`src/rtl/cache_pkg.sv`:
```
// Shared cache definitions: write-back FSM states and address field slices
// used by the fill FSM, write-back FSM and cache top.
package cache_pkg;
  typedef enum logic [1:0] {
    WB_IDLE = 2'd0,
    WB_XFER = 2'd1,
    WB_DONE = 2'd2
  } wb_state_e;

  localparam int WORDS_PER_BLOCK = 8;
  localparam int BLOCK_OFFSET_W  = 4;

  localparam int TAG_HI = 15;
  localparam int TAG_LO = 11;
  localparam int SET_HI = 10;
  localparam int SET_LO = 4;
endpackage

```
`src/rtl/cache_writeback_fsm_if.sv`:
```
// Write-back engine bus: eviction request, DataArray read port, memory write port.
// master = the write-back engine, slave = controller/array/memory side.
interface cache_writeback_fsm_if #(
  parameter int ADDR_W = 16,
  parameter int DATA_W = 16,
  parameter int WORDS  = 8
);
  localparam int SEL_W = $clog2(WORDS);

  logic              evict_req;
  logic [ADDR_W-1:0] evict_address;
  logic [SEL_W-1:0]  cache_word_sel;
  logic [DATA_W-1:0] cache_data;
  logic [ADDR_W-1:0] mem_address;
  logic [DATA_W-1:0] mem_data;
  logic              mem_write;
  logic              mem_stall;
  logic              fsm_busy;
  logic              evict_done;

  modport master (
    input  evict_req, evict_address, cache_data, mem_stall,
    output cache_word_sel, mem_address, mem_data, mem_write, fsm_busy, evict_done
  );

  modport slave (
    output evict_req, evict_address, cache_data, mem_stall,
    input  cache_word_sel, mem_address, mem_data, mem_write, fsm_busy, evict_done
  );
endinterface

```
`src/rtl/cache_writeback_fsm_word_counter.sv`:
```
// Block word counter: cleared when a write-back starts, advanced per accepted
// word, saturating at the last word so the FSM can see the terminal count.
module wb_word_counter #(
  parameter int CNT_W = 3
) (
  input  logic             clk,
  input  logic             rst_n,
  input  logic             clr,
  input  logic             en,
  output logic [CNT_W-1:0] cnt,
  output logic             tc
);
  assign tc = &cnt;

  always_ff @(posedge clk or negedge rst_n) begin
    if (!rst_n)         cnt <= '0;
    else if (clr)       cnt <= '0;
    else if (en && !tc) cnt <= cnt + CNT_W'(1);
  end
endmodule

```
`src/rtl/cache_writeback_fsm.sv`:
```
// Cache block write-back engine: streams the eight words of a victim block from
// the DataArray to memory in ascending order, stalling with memory, then pulses done.
module cache_writeback_fsm
  import cache_pkg::*;
#(
  parameter int ADDR_W = 16,
  parameter int DATA_W = 16,
  parameter int WORDS  = WORDS_PER_BLOCK
) (
  input logic                  clk,
  input logic                  rst_n,
  cache_writeback_fsm_if.master bus
);
  localparam int CNT_W  = $clog2(WORDS);
  localparam int BASE_W = ADDR_W - BLOCK_OFFSET_W;

  localparam logic [1:0] S_IDLE = 2'(WB_IDLE);
  localparam logic [1:0] S_XFER = 2'(WB_XFER);
  localparam logic [1:0] S_DONE = 2'(WB_DONE);

  logic [1:0]        state;
  logic [BASE_W-1:0] base;
  logic [CNT_W-1:0]  cnt;
  logic              accept_req, word_acc, last_word, xfer;

  // Offset bits of the request address carry no information for a whole-block walk.
  logic unused_offset;
  assign unused_offset = ^bus.evict_address[BLOCK_OFFSET_W-1:0];

  assign xfer       = (state == S_XFER);
  assign accept_req = (state == S_IDLE) && bus.evict_req;
  assign word_acc   = xfer && !bus.mem_stall;

  wb_word_counter #(.CNT_W(CNT_W)) u_cnt (
    .clk   (clk),
    .rst_n (rst_n),
    .clr   (accept_req),
    .en    (word_acc),
    .cnt   (cnt),
    .tc    (last_word)
  );

  always_ff @(posedge clk or negedge rst_n) begin
    if (!rst_n) begin
      state <= S_IDLE;
      base  <= '0;
    end else begin
      case (state)
        S_IDLE: if (bus.evict_req) begin
          state <= S_XFER;
          base  <= bus.evict_address[ADDR_W-1:BLOCK_OFFSET_W];
        end
        S_XFER: if (!bus.mem_stall && last_word) state <= S_DONE;
        S_DONE: state <= S_IDLE;
        default: state <= S_IDLE;
      endcase
    end
  end

  // All outputs decode registered state, so reset clears them without a clock.
  assign bus.mem_write      = xfer;
  assign bus.evict_done     = (state == S_DONE);
  assign bus.fsm_busy       = (state != S_IDLE);
  assign bus.cache_word_sel = xfer ? cnt : '0;
  assign bus.mem_address    = xfer ? {base, cnt, 1'b0} : '0;
  assign bus.mem_data       = xfer ? bus.cache_data : '0;
endmodule

```
`src/flat_wrapper.sv`:
```
// flat-port wrapper written by rule: the top's interface ports become plain ports
module cache_writeback_fsm_flat import cache_pkg::*;
#(
  parameter int ADDR_W = 16,
  parameter int DATA_W = 16,
  parameter int WORDS  = WORDS_PER_BLOCK
)
  (clk, rst_n, bus_evict_req, bus_evict_address, bus_cache_data, bus_mem_stall, bus_cache_word_sel, bus_mem_address, bus_mem_data, bus_mem_write, bus_fsm_busy, bus_evict_done);
  cache_writeback_fsm_if #(.ADDR_W(ADDR_W), .DATA_W(DATA_W), .WORDS(WORDS)) bus_i ();
  input logic clk;
  input logic rst_n;
  input wire logic [$bits(bus_i.evict_req)-1:0] bus_evict_req;
  input wire logic [$bits(bus_i.evict_address)-1:0] bus_evict_address;
  input wire logic [$bits(bus_i.cache_data)-1:0] bus_cache_data;
  input wire logic [$bits(bus_i.mem_stall)-1:0] bus_mem_stall;
  output wire logic [$bits(bus_i.cache_word_sel)-1:0] bus_cache_word_sel;
  output wire logic [$bits(bus_i.mem_address)-1:0] bus_mem_address;
  output wire logic [$bits(bus_i.mem_data)-1:0] bus_mem_data;
  output wire logic [$bits(bus_i.mem_write)-1:0] bus_mem_write;
  output wire logic [$bits(bus_i.fsm_busy)-1:0] bus_fsm_busy;
  output wire logic [$bits(bus_i.evict_done)-1:0] bus_evict_done;
  assign bus_i.evict_req = bus_evict_req;
  assign bus_i.evict_address = bus_evict_address;
  assign bus_i.cache_data = bus_cache_data;
  assign bus_i.mem_stall = bus_mem_stall;
  assign bus_cache_word_sel = bus_i.cache_word_sel;
  assign bus_mem_address = bus_i.mem_address;
  assign bus_mem_data = bus_i.mem_data;
  assign bus_mem_write = bus_i.mem_write;
  assign bus_fsm_busy = bus_i.fsm_busy;
  assign bus_evict_done = bus_i.evict_done;
  cache_writeback_fsm #(.ADDR_W(ADDR_W), .DATA_W(DATA_W), .WORDS(WORDS)) u_core (.clk(clk), .rst_n(rst_n), .bus(bus_i));
endmodule
```
`config.mk`:
```
export PLATFORM = sky130hd
export DESIGN_NAME = cache_writeback_fsm_flat
export DESIGN_NICKNAME = d
export VERILOG_FILES = /design/src/rtl/cache_pkg.sv /design/src/rtl/cache_writeback_fsm_if.sv /design/src/rtl/cache_writeback_fsm_word_counter.sv /design/src/rtl/cache_writeback_fsm.sv /design/src/flat_wrapper.sv
export SDC_FILE = /design/constraint.sdc
export NUM_CORES = 1
export LEC_CHECK = 0
export BUFFER_PORTS_ARGS = -buffer_cell sky130_fd_sc_hd__buf_4
export CORE_MARGIN = 3
export CORE_UTILIZATION = 30
export CTS_BUF_LIST = sky130_fd_sc_hd__clkbuf_16
export DETAILED_ROUTE_END_ITERATION = 8
export PLACE_DENSITY = 0.69
export SYNTH_ARGS = -nofsm -noshare
export SYNTH_HDL_FRONTEND = slang
export SYNTH_HIERARCHICAL = 1
export SYNTH_SLANG_ARGS = --single-unit
```
`constraint.sdc`:
```
create_clock -name clk -period 4.28 [get_ports clk]
set_input_delay 0.428 -clock clk [delete_from_list [all_inputs] [get_ports clk]]
set_output_delay 0.428 -clock clk [all_outputs]
set_load 0.01 [all_outputs]
```
==> Word level (Yosys, flattened, before mapping) <==
Cells that the tools add are included.
{ "totals": {"reg_bits": 17, "inputBits": 36, "elab_cells": 28} }
{ "op_classes": {"n_addsub": 1, "eq_ne": 4, "muxes": 8, "n_reduce_logical": 12} }
{ "op_table": {"columns": ["op", "n"], "rows": [
  ["2-to-1 mux 16 bit", 2],
  ["2-to-1 mux 3 bit", 3],
  ["logical AND 1 bit", 4],
  ["2-to-1 mux 2 bit", 2],
  ["inequality test 2 bit (second input constant)", 2],
  ["one-hot mux 2 bit (2 select lines)", 1],
  ["AND reduction 2 bit", 2],
  ["nonzero test 2 bit", 2],
  ["adder 3 x 1 -> 3 bit (second input constant)", 1],
  ["AND reduction 3 bit", 1],
  ["== test 2 x 1 -> 1 bit (second input constant)", 1],
  ["== test 2 bit (second input constant)", 1],
  ["logical NOT 1 bit", 2],
  ["logical NOT 2 bit", 1]
]} }

==> Depth between registers and ports, before layout <==
{ "depth": {"depth_word": 5, "mapped_depth": 4} }

==> Modules after synthesis <==
Netlist, hierarchy kept.
{ "by_module_without_submodules": {"columns": ["mod", "n_inst", "cells_each", "area_per_inst_um2"], "rows": [
  ["cache_writeback_fsm", 1, 75, 808.3],
  ["wb_word_counter", 1, 15, 183.9]
]} }

==> Worst setup path after synthesis <==
Ideal clock, no wire load.
{ "synth_timing": {"kind": "flip-flop to output port", "startpoint": "reg u_core.state[1]", "endpoint": "out bus_mem_address[1]", "arrival_time_ps": 1203, "required_time_ps": 3852, "setup_slack_ps": 2649, "stages_incl_launch_ff": 5, "n_path_buf": 2, "cell_sequence": "dfrtp_1 and2b_2 clkbuf_1 and2_1 buf_4"} }
{ "synth_via": {"elab_chain_cells": 2} }
{ "synth_lines": {"columns": ["item", "line", "text"], "rows": [
  ["from (decl)", "cache_writeback_fsm.sv:21", "logic [1:0] state;"],
  ["from (signal assigned)", "cache_writeback_fsm.sv:45", "state <= S_IDLE;"],
  ["from (signal assigned)", "cache_writeback_fsm.sv:50", "state <= S_XFER;"],
  ["from (signal assigned)", "cache_writeback_fsm.sv:53", "S_XFER: if (!bus.mem_stall && last_word) state <= S_DONE;"],
  ["== test 2 x 1 -> 1 bit", "cache_writeback_fsm.sv:30", "assign xfer = (state == S_XFER);"],
  ["2-to-1 mux 16 bit", "cache_writeback_fsm.sv:65", "assign bus.mem_address = xfer ? {base, cnt, 1'b0} : '0;"],
  ["to (decl)", "flat_wrapper.sv:17", "output wire logic [$bits(bus_i.mem_address)-1:0] bus_mem_address;"]
]} }
No other way between the ends.

==> Final worst setup path <==
{ "layout_timing": {"startpoint": "reg u_core.state[1]", "endpoint": "out bus_mem_address[3]"} }
The elaborated chain is that of the path after synthesis.

==> flow_summary_export.csv <==
group,metric,value,unit
status,status,"complete, no violations",
route,drtIter0Drc,7,
cts,root_buffer,"clkbuf_16",
floorplanning,num_io_pins,74,
sta,fin_crit_sh,46.12,%
worst_setup_path,arrival,1.55,ns
route,drt_first_pass_iters,4,
route,antenna_left,0,
cts,clkTransAtPathRegs,0.05,ns
placed_design,globalplace.congestion,0.6473,
logic_synthesis,synth-seq-area-share,42.88,%
finish,fin_nets,193,
job,maxCapViolCount,0,
sta,skew,0.0006442,ns
global_routing,gr-usage-all-layers,11.58,%
sta,fmax,506.6,MHz
cts,insertion_delay,0.25,ns
placed_design,dp_cells,194,
logic_synthesis,synth_cells,90,
finish,multi_input_area,509.2,um2
global_routing,grt_pass1_wl,3.781,mm
logic_synthesis,syn-cell-area,992.2,um2
sta,period_minus_slack,1.974,ns
finish,n_antenna_cell,0,
power,powerDensity,682.8,nW/um2
cts,numCtsBuffers,3,
cts,cts_tree,"done",
route,num_vias,872,
worst_setup_path,crit_type,"flop to output port",
logic_synthesis,synth_fp_nets,128,
worst_setup_path,cp-start-kind,"flop",
worst_setup_path,path_max_fanout,34,
cts,post_cts_resized,0,
route,drc,0,
power,vdd_ir_drop_max,0.3311,mV
route,drt-total-wl,2.326,mm
finish,fin_cells,198,
global_routing,grt_max_degree,35,
floorplanning,die_h,63.51,um
worst_setup_path,crit_path_end_kind,"output port",
worst_setup_path,crit_start,"u_core/state[1]",
route,routedWlPerCell,11.75,um
power,leakagePower,0.7840,nW
cts,postCtsSetupRepairBufs,0,
sta,worst_slew_pin_slew,0.7559,ns
sta,holdWs,0.03701,ns
min_path,hold_path_class,"input port to asynchronous set/reset pin",
sta,layout_setup_ws,2.306,ns
worst_setup_path,rrSetupSlack,2.49,ns
placed_design,pre_cts_slack,2.469,ns
sta,rsz0062_at_grt,"no",
logic_synthesis,synth.distinct_cells,22,
worst_setup_path,reg2reg_depth,4,
sta,hold_viol,0,
global_routing,overflow,0,
global_routing,antenna_found_initial,0,
sta,finalSetupTns,0,ns
sta,slew_headroom,49.55,%
floorplanning,initial_utilization,31.98,%
placed_design,portBuffers,68,
finish,mostFrequentLayoutCells,"68 x buf_4, 32 x and2_1, 17 x dfrtp_1",
logic_synthesis,ys_ff_latch,17,
cts,cts_hold_buf,0,
cts,htreeDepth,1,
sta,finalSetupViolations,0,
finish,final_common_cell,"buf_4",
logic_synthesis,avgSynthCellArea,11.02,um2
cts,cts.sinks,17,
floorplanning,dieArea,4034,um2
global_routing,grt_pass1_vias,878,
floorplanning,dieWidth,63.51,um
sta,timing.final.max_slew_violations,0,
finish,seq_area,425.4,um2
floorplanning,rows,20,
route,viasPerCell,4.404,
finish,nFillCells,314,
finish,syn_to_final_growth,59.65,%
worst_setup_path,worstPathRequired,3.85,ns
logic_synthesis,yosysWarnings,6,
finish,drive_above_1_share,58.44,%
cts,clock_path_buffers,2,
floorplanning,core_area,3103,um2
worst_setup_path,rr_startpoint,"u_core/state[1]",
worst paths after layout:
| path | to |
|---|---|
| setup / recovery | bus_mem_address[3] |
| hold / removal | u_core/base[4] |
| setup reg to reg | u_core/u_cnt/cnt[0] |
| hold reg to reg | u_core/base[7] |
| max in group asynchronous | u_core/base[11] |
| min in group clk | u_core/base[10] |
cells by family after synthesis:
logic type	after synthesis	share of synthesized area [%]
AND/OR/NAND/NOR	45	31.40
AO/OA/AOI/OAI	3	1.892
other	1	0.3779
multiplexers	13	15.13
buffers and inverters	9	5.800
flip-flops	17	42.88
adder cells (fa/ha/maj)	2	2.522
critical path: stages, from the launching register on:
cell and delay (ns):
dfrtp_1 0.43, and2b_2 0.52, and2_1 0.22, buf_4 0.13
report_power, final:
| group | total, W | switching (W) | internal (W) |
|---|---|---|---|
| Sequential | 0.000278 | 0.0000420 | 0.000236 |
| Combinational | 0.000618 | 0.000259 | 0.000359 |
| Clock | 0.000186 | 0.0000608 | 0.000125 |
| Total | 0.00108 | 0.000362 | 0.000720 |
final cells by class:
type	instances	share of cell area [%]
clock buffer	3	4.739
multi-input combinational	64	32.15
sequential	17	26.86
clock inverter	1	0.3160
tap	44	3.476
timing repair buffer	68	32.23
inverter	1	0.2370
stage by stage:
step / power, W / instance area (um2) / util (%)
final: 0.001082 / 1584 / 51.05
after global routing: 0.001166 / 1584 / 51.05
after detailed placement: 0.0009110 / 1504 / 48.47
after global placement: 0.0008878 / 1504 / 48.47
after floorplan: 0.0006374 / 992.2 / -
after CTS: 0.001106 / 1584 / 51.05
layer usage:
layer  share of wire (%)  vias to the layer above  GRT usage (%)
li1                    -                      416              -
met1                  33                      398          11.37
met2                  50                       56          21.38
met3                  16                        2          4.991
met4                0.69                        0          4.043
met5                   0                        -              0
registers in the layout (all words and copies together), names as in the netlist:
name and count:
u_core/base 12, u_core/u_cnt/cnt 3, u_core/state 2
cells in the mapped netlist:
master	count	area (um2)
o21ai_1	2	10.01
conb_1	1	3.750
nor3b_4	1	18.77
and3_1	1	6.260
a311oi_1	1	8.760
buf_4	4	30.03
nor2b_4	1	13.76
mux2_2	12	135.1
clkbuf_1	2	7.510
ha_1	2	25.02
mux2_4	1	15.01
nand4bb_1	2	22.52
buf_2	1	5.000
and2_1	32	200.2
nand2b_1	2	12.51
and2b_2	2	17.52
buf_6	1	11.26
or2_2	1	6.260
nor2_1	2	7.510
inv_1	1	3.750
nor2b_1	1	6.260
dfrtp_1	17	425.4
No activity file was read; power rests on OpenSTA's default activity.
